<file path="src/rtl/nexus_mem_pkg.sv">
// Shared types and constants for the NexusRV16 unified-memory arbiter.
// Owner codes double as the externally visible grant encoding.
package nexus_mem_pkg;

  typedef enum logic [1:0] {
    ST_IDLE  = 2'd0,
    ST_ISSUE = 2'd1,
    ST_WAIT  = 2'd2,
    ST_DONE  = 2'd3
  } state_t;

  localparam logic [1:0] OWN_NONE = 2'd0;
  localparam logic [1:0] OWN_EXT  = 2'd1;
  localparam logic [1:0] OWN_DMEM = 2'd2;
  localparam logic [1:0] OWN_IMEM = 2'd3;

  localparam int MEM_ADDR_W = 15;

endpackage

</file>
<file path="src/rtl/nexus_prio_sel.sv">
// Three-way fixed-priority select (ext > dmem > imem) with a starvation
// override that lets a long-waiting fetch jump ahead of the data port.
module nexus_prio_sel
  import nexus_mem_pkg::*;
(
  input  logic       ext_req,
  input  logic       dmem_req,
  input  logic       imem_req,
  input  logic       starve,
  output logic [1:0] winner
);

  always_comb begin
    winner = OWN_NONE;
    if (ext_req)                winner = OWN_EXT;
    else if (imem_req && starve) winner = OWN_IMEM;
    else if (dmem_req)           winner = OWN_DMEM;
    else if (imem_req)           winner = OWN_IMEM;
  end

endmodule

</file>
<file path="src/rtl/nexus_mem_arbiter.sv">
// Serialises loader, data-port and fetch accesses onto the single 16-bit
// NexusRV16 memory; one access at a time, acked with a one-cycle pulse.
//
// state    | meaning
// ---------+-------------------------------------------------------------
// ST_IDLE  | arbitrate; latch winner's request into the memory-side regs
// ST_ISSUE | mem_en (and mem_we for writes) high for exactly this cycle
// ST_WAIT  | down-count read latency; capture mem_rdata at terminal count
// ST_DONE  | ack pulse to the owner, read data presented from rdata_q
module nexus_mem_arbiter
  import nexus_mem_pkg::*;
#(
  parameter int MEM_LAT    = 1,
  parameter int STARVE_MAX = 3
) (
  input  logic                  clk,
  input  logic                  rst,
  input  logic                  ext_req,
  input  logic                  ext_we,
  input  logic [15:0]           ext_addr,
  input  logic [15:0]           ext_wdata,
  output logic                  ext_ack,
  output logic [15:0]           ext_rdata,
  input  logic                  dmem_req,
  input  logic                  dmem_we,
  input  logic [15:0]           dmem_addr,
  input  logic [15:0]           dmem_wdata,
  output logic                  dmem_ack,
  output logic [15:0]           dmem_rdata,
  input  logic                  imem_req,
  input  logic [15:0]           imem_addr,
  output logic                  imem_ack,
  output logic [15:0]           imem_rdata,
  output logic                  mem_en,
  output logic                  mem_we,
  output logic [MEM_ADDR_W-1:0] mem_addr,
  output logic [15:0]           mem_wdata,
  input  logic [15:0]           mem_rdata,
  output logic                  busy,
  output logic [1:0]            owner
);

  localparam int SW = (STARVE_MAX < 1) ? 1 : $clog2(STARVE_MAX + 1);

  state_t        state;
  logic [1:0]    owner_q;
  logic [1:0]    winner;
  logic [2:0]    cnt;
  logic [SW-1:0] starve_cnt;
  logic          starve;
  logic          we_q;
  logic [15:0]   rdata_q;
  logic          sel_we;
  logic [15:0]   sel_addr;
  logic [15:0]   sel_wdata;

  // Memory is word-addressed, so byte-address bit 0 is intentionally dropped.
  logic unused_lsb;
  assign unused_lsb = ^{ext_addr[0], dmem_addr[0], imem_addr[0], sel_addr[0]};

  assign starve = (starve_cnt == SW'(STARVE_MAX));

  nexus_prio_sel u_prio (
    .ext_req  (ext_req),
    .dmem_req (dmem_req),
    .imem_req (imem_req),
    .starve   (starve),
    .winner   (winner)
  );

  always_comb begin
    sel_we    = 1'b0;
    sel_addr  = '0;
    sel_wdata = '0;
    case (winner)
      OWN_EXT:  begin sel_we = ext_we;  sel_addr = ext_addr;  sel_wdata = ext_wdata;  end
      OWN_DMEM: begin sel_we = dmem_we; sel_addr = dmem_addr; sel_wdata = dmem_wdata; end
      OWN_IMEM: sel_addr = imem_addr;
      default:  ;
    endcase
  end

  assign busy       = (state != ST_IDLE);
  assign owner      = owner_q;
  assign ext_rdata  = rdata_q;
  assign dmem_rdata = rdata_q;
  assign imem_rdata = rdata_q;

  always_ff @(posedge clk) begin
    if (rst) begin
      state      <= ST_IDLE;
      owner_q    <= OWN_NONE;
      cnt        <= '0;
      starve_cnt <= '0;
      we_q       <= 1'b0;
      rdata_q    <= '0;
      mem_en     <= 1'b0;
      mem_we     <= 1'b0;
      mem_addr   <= '0;
      mem_wdata  <= '0;
      ext_ack    <= 1'b0;
      dmem_ack   <= 1'b0;
      imem_ack   <= 1'b0;
    end else begin
      mem_en   <= 1'b0;
      mem_we   <= 1'b0;
      ext_ack  <= 1'b0;
      dmem_ack <= 1'b0;
      imem_ack <= 1'b0;
      case (state)
        ST_IDLE: begin
          // ext wins leave the starvation count untouched
          if (!imem_req || winner == OWN_IMEM)
            starve_cnt <= '0;
          else if (winner == OWN_DMEM && !starve)
            starve_cnt <= starve_cnt + SW'(1);
          if (winner != OWN_NONE) begin
            owner_q   <= winner;
            we_q      <= sel_we;
            mem_en    <= 1'b1;
            mem_we    <= sel_we;
            mem_addr  <= sel_addr[15:1];
            mem_wdata <= sel_wdata;
            state     <= ST_ISSUE;
          end
        end
        ST_ISSUE: begin
          cnt   <= 3'(MEM_LAT);
          state <= ST_WAIT;
        end
        ST_WAIT: begin
          cnt <= cnt - 3'd1;
          if (cnt == 3'd1) begin
            if (!we_q) rdata_q <= mem_rdata;
            ext_ack  <= (owner_q == OWN_EXT);
            dmem_ack <= (owner_q == OWN_DMEM);
            imem_ack <= (owner_q == OWN_IMEM);
            state    <= ST_DONE;
          end
        end
        ST_DONE: begin
          owner_q <= OWN_NONE;
          state   <= ST_IDLE;
        end
        default: state <= ST_IDLE;
      endcase
    end
  end

endmodule

</file>
<file path="config.mk">
export PLATFORM = sky130hd
export DESIGN_NAME = nexus_mem_arbiter
export DESIGN_NICKNAME = d
export VERILOG_FILES = /design/src/rtl/nexus_mem_pkg.sv /design/src/rtl/nexus_prio_sel.sv /design/src/rtl/nexus_mem_arbiter.sv
export SDC_FILE = /design/constraint.sdc
export NUM_CORES = 1
export LEC_CHECK = 0
export CORE_MARGIN = 4
export CORE_UTILIZATION = 37
export CTS_CLUSTER_SIZE = 28
export DETAILED_ROUTE_END_ITERATION = 12
export GPL_ROUTABILITY_DRIVEN = 0
export PLACE_DENSITY = 0.91
export SYNTH_ARGS = -nofsm -noshare
export SYNTH_HDL_FRONTEND = slang
export SYNTH_SLANG_ARGS = --single-unit
</file>
<file path="constraint.sdc">
create_clock -name clk -period 2.8 [get_ports clk]
set_clock_uncertainty 0.1 [all_clocks]
set_input_delay 0.84 -clock clk [delete_from_list [all_inputs] [get_ports clk]]
set_output_delay 0.84 -clock clk [all_outputs]
set_load 0.05 [all_outputs]
</file>
# Word-level counts from Yosys, hierarchy flattened
# Index checks and enable logic that the tools add are counted.
# word_totals
register_bits	62
input_bits	103
output_inout_bits	87
elab_cells	68
# op_classes
n_addsub	2
n_eq_ne	13
mux	16
n_bitwise	5
n_reduce_logical	19
# ops
operator	n
16-bit case mux with 3 select lines	1
16-bit case mux with 2 select lines	1
2-bit two-way mux	9
2-bit == test, second input constant	7
2-bit nonzero test	5
2-bit case mux with 4 select lines	1
2-bit AND reduction	4
2-bit by 1-bit == test with 1-bit output, second input constant	3
3-bit case mux with 2 select lines	1
3-bit OR reduction	2
1-bit inverter	5
2-bit != test, second input constant	2
2-bit case mux with 2 select lines	1
3-bit by 1-bit == test with 1-bit output, second input constant	1
3-bit AND reduction	1
3-bit by 1-bit subtractor with 3-bit output, second input constant	1
2-bit by 1-bit adder with 2-bit output, second input constant	1
1-bit logical AND	2
1-bit zero test	2
2-bit zero test	1
1-bit case mux with 2 select lines	1
2-bit OR reduction	1
1-bit logical OR	1
1-bit two-way mux	1

# Longest topological paths before layout
# depth
ltp_word	8
ltp_mapped	9
depth_no_buf	8

# By module
# A second synthesis with hierarchy kept.
# hier_totals
hier_cells	338
area_unflattened_um2	3011.6
# modules_own_cells
mod	n_inst	cells_per_inst	area_per_inst_um2	seq_area_each_um2
nexus_mem_arbiter	1	334	2990.4	1241.2
nexus_prio_sel	1	4	21.3	0.0

# Worst setup path before layout
# OpenSTA, ideal clock, no wires.
# synth_path
kind	input to register
start	input dmem_req
end	register mem_addr[14]
setup_ns	0.126
arrival_ns	2.088
required_time_ns	2.574
path_slack_ns	0.486
path_stages	7
path_buffers	1
path_cell_list	nand2b_1 > a21oi_1 > inv_1 > ha_1 > clkbuf_1 > a222oi_1 > a21oi_1
# synth_between
elab_chain_len	5
word_cells_on_any_way	9
classes_between	eq/ne (3); mux (4); reduce/logical (2)
# synth_rtl
item	line	text
start, declared	nexus_mem_arbiter.sv:24	input logic dmem_req,
2-bit two-way mux *	nexus_prio_sel.sv:17	else if (dmem_req) winner = OWN_DMEM;
2-bit two-way mux *	nexus_prio_sel.sv:16	else if (imem_req && starve) winner = OWN_IMEM;
2-bit two-way mux *	nexus_prio_sel.sv:15	if (ext_req) winner = OWN_EXT;
2-bit == test (tied with other cells)	nexus_mem_arbiter.sv:75	case (winner)
16-bit case mux with 3 select lines / 2-bit AND reduction (equally long branches)	--	
end signal, assigned	nexus_mem_arbiter.sv:122	mem_addr <= sel_addr[15:1];
end, declared	nexus_mem_arbiter.sv:36	output logic [MEM_ADDR_W-1:0] mem_addr,
# Mark *: on every way between the ends. The rest lies on a longest branch, timed or not.
# A chain may end at the register's enable or synchronous reset.

# Final worst setup path
# layout_path
start	input dmem_req
end	register mem_addr[11]
# The elaborated chain is that of the path after synthesis.

==> summary.md <==
| Metric | Value |
|---|---|
| Status | `complete, no violations` |
| DR WL/cell | `15.6 um` |
| Die width | `98.5 um` |
| Vertical extent of the die | `98.5 um` |
| Die area | `9710 um2` |
| Pin count of the biggest net entering global routing | `36` |
| Time the final worst path needs with I/O delays and setup | `2.56 ns` |
| Share of layout cells above drive strength 1 | `9.55%` |
| Number of buffers inserted by port buffering | `186` |
| Resized Gates After CTS | `0` |
| Top layer used by detailed routing | `met4` |
| Count of cell types in the netlist | `40` |
| Slew at the pin with the worst max-slew slack | `0.658 ns` |
| Nature of the critical path startpoint | `primary input` |
| Count of standard-cell rows | `32` |
| Post-synthesis average cell area | `9.11 um2` |
| Post-synthesis async set-or-reset flop share | `0%` |
| Number of H-tree levels | `3` |
| Total of fill cells in the finished design | `672` |
| Area growth syn-to-layout | `64.9%` |
| Leakage power figure | `0.00185 uW` |
| Initial Utilization | `38.6%` |
| Wire length the detailed router placed on met1 | `3470 um` |
| Number of hold buffers added after CTS | `0` |
| Commonest cells after routing, fill and taps aside | `184 x clkdlybuf4s50_1, 62 x dfxtp_1, 35 x nor2_1, 35 x nand2_1` |
| Max-Slew Margin vs Limit | `55.9%` |
| Clk_lat worst skew | `0.33 ns` |
| Starting DRT DRC Count | `87` |
| DP Wirelength | `7370 um` |
| Wire length of the first global-routing pass | `14600 um` |
| Most frequent standard cell in the layout excluding fill and tap cells | `clkdlybuf4s50_1` |
| MaxCap Viol Count | `0` |
| Kind of end point of the critical path | `register` |
| Routed wl met2 | `4660 um` |
| Area of the core region | `7850 um2` |
| Worst Path Arrival | `2.65 ns` |
| Total length of routed wires | `9280 um` |
| Via Count | `3063` |
| Final Hold Vio Count | `0` |
| Per-cell via count in the routed design | `5.16` |
| Final setup violation count | `0` |
| Number of nets with antenna violations after detailed routing | `0` |
| Clock root cell | `clkbuf_8` |
| Critical path required time | `2.89 ns` |
| TNS Setup | `0 ns` |
| Pwr Density | `785 nW/um2` |
| Synth warn | `0` |
| Number of clock buffers inserted by TritonCTS | `9` |
| Type of the worst min-delay path | `reg2reg` |
| CTS tree | `done` |
| # clock sinks | `62` |
| RSZ-0062 raised after global routing | `no` |
| Number of global-route vias before repair | `3130` |
| Synthesis-stage register bit count | `62` |
| Netlist area before placement | `3030 um2` |
| Worst vdd ir | `0.428 mV` |
| Gr usage total | `18.5%` |
| Remaining global-route overflow | `0` |
| Main synth FF type | `dfxtp_1` |
| Post-synth EDFFs | `0` |
| CP max FO | `32` |
| Detailed-routed wire length on met3 | `933 um` |
| Number of cells produced by synthesis | `333` |
| I/O Pins | `190` |
| Sequential area share after synthesis | `40.9%` |
| Maximum clock rate | `391 MHz` |
| Number of max-slew violations in the final report | `0` |
| Portion of the clock cycle consumed by the worst path in the final layout | `91.4%` |
| Drt drc | `0` |
| Antenna cell count | `0` |
| Clock edge transition at the registers on the reported setup and hold paths | `0.06 ns` |
| Synthesized Nets | `446` |
| Setup fix buffers added after clock tree synthesis | `0` |
| Initial antenna violation count | `0` |
| Worst Setup Path Type | `in2reg` |
| First-pass iteration count of the detailed router | `7` |
| Nets | `601` |
| Post-Route Utilization | `63.7%` |
| Max clock buf depth | `2` |
-- synth_stat cells (2+ instances only) --
master    instances  area [um2]
a22o_1           17         149
buf_4            35         263
a22oi_1          17         128
nand2_1          35         131
nand2b_1          4        25.0
o21ai_0           6        30.0
nor4bb_1          2        20.0
ha_1             10         125
a211oi_1         14         105
nor4b_1           2        17.5
dfxtp_1          62        1240
clkbuf_1          4        15.0
buf_6             4        45.0
a21oi_1          12        60.1
nor2b_1           2        12.5
nor2_1           35         131
inv_1            10        37.5
a222oi_1         15         150
a21oi_2          10        87.6
buf_2            13        65.1
nand3_1           3        15.0
nand2_2           3        18.8
-- layer usage --
layer,up-vias,GRT usage [%]
met5,-,0
met4,0,7.98
met3,18,6.23
met2,159,34.4
met1,1417,18.6
li1,1469,-
-- cells by family (layout without fill, tap and decap cells) --
group / after synthesis / in the layout / share of synthesized area [%]
adders and majority gates: 10 / 10 / 4.13
DFF: 62 / 62 / 40.9
AOI/OAI and AO/OA: 96 / 96 / 25.0
and+or+nand+nor: 95 / 95 / 14.6
muxes: 1 / 1 / 0.330
buffers and inverters: 69 / 228 / 15.0
-- metrics by stage --
stage | worst slack [ns] | hold WS (ns) | total power (uW) | area, um2 | std cells
finish | 0.240 | 0.367 | 3930 | 5000 | 594
global route | 0.151 | 0.382 | 4150 | 5000 | 594
CTS | 0.264 | 0.373 | 3960 | 5000 | 594
detailed placement | -0.0857 | 0.361 | 3200 | 4810 | 579
global placement | -0.0222 | 0.349 | 3120 | 4810 | 579
floorplan | 0.486 | 0.339 | 2540 | 3030 | 333
-- cell type report --
class,instances,area (um2),area share (%)
well taps,102,128,2.55
clock buffers,11,141,2.83
inverters,10,37.5,0.750
multi-input cells,202,1340,26.7
flip-flops and latches,62,1240,24.8
clock inverters,4,47.5,0.950
repair buffers,203,2070,41.4
-- sequential cells by signal (all words and copies together), names as in the netlist, 2 cells and up --
signal	count
mem_wdata	16
dmem_rdata	16
cnt	3
starve_cnt	2
owner	2
mem_addr	15
state	2
-- where the power goes --
group / total (uW) / switching, uW / internal, uW
Clock: 758 / 331 / 428
Sequential: 1160 / 109 / 1050
Combinational: 2010 / 1240 / 769
-- path summary, 6_finish.rpt --
check	end	start	slack, ns	cells past startpoint
worst min register to register	starve_cnt[1]	starve_cnt[1]	0.37	2
worst min-delay path	starve_cnt[1]	starve_cnt[1]	0.37	2
worst max-delay path	mem_addr[11]	dmem_req	0.24	8
worst max register to register	mem_addr[11]	starve_cnt[0]	0.59	8
-- worst max-delay path, cell delays in order --
cell	delay, ns
clkdlybuf4s50_1	0.48
nand2b_1	0.06
a21oi_1	0.21
inv_1	0.09
ha_1	0.24
buf_12	0.17
a222oi_1	0.42
a211oi_1	0.13
No activity file was read; power rests on OpenSTA's default activity.
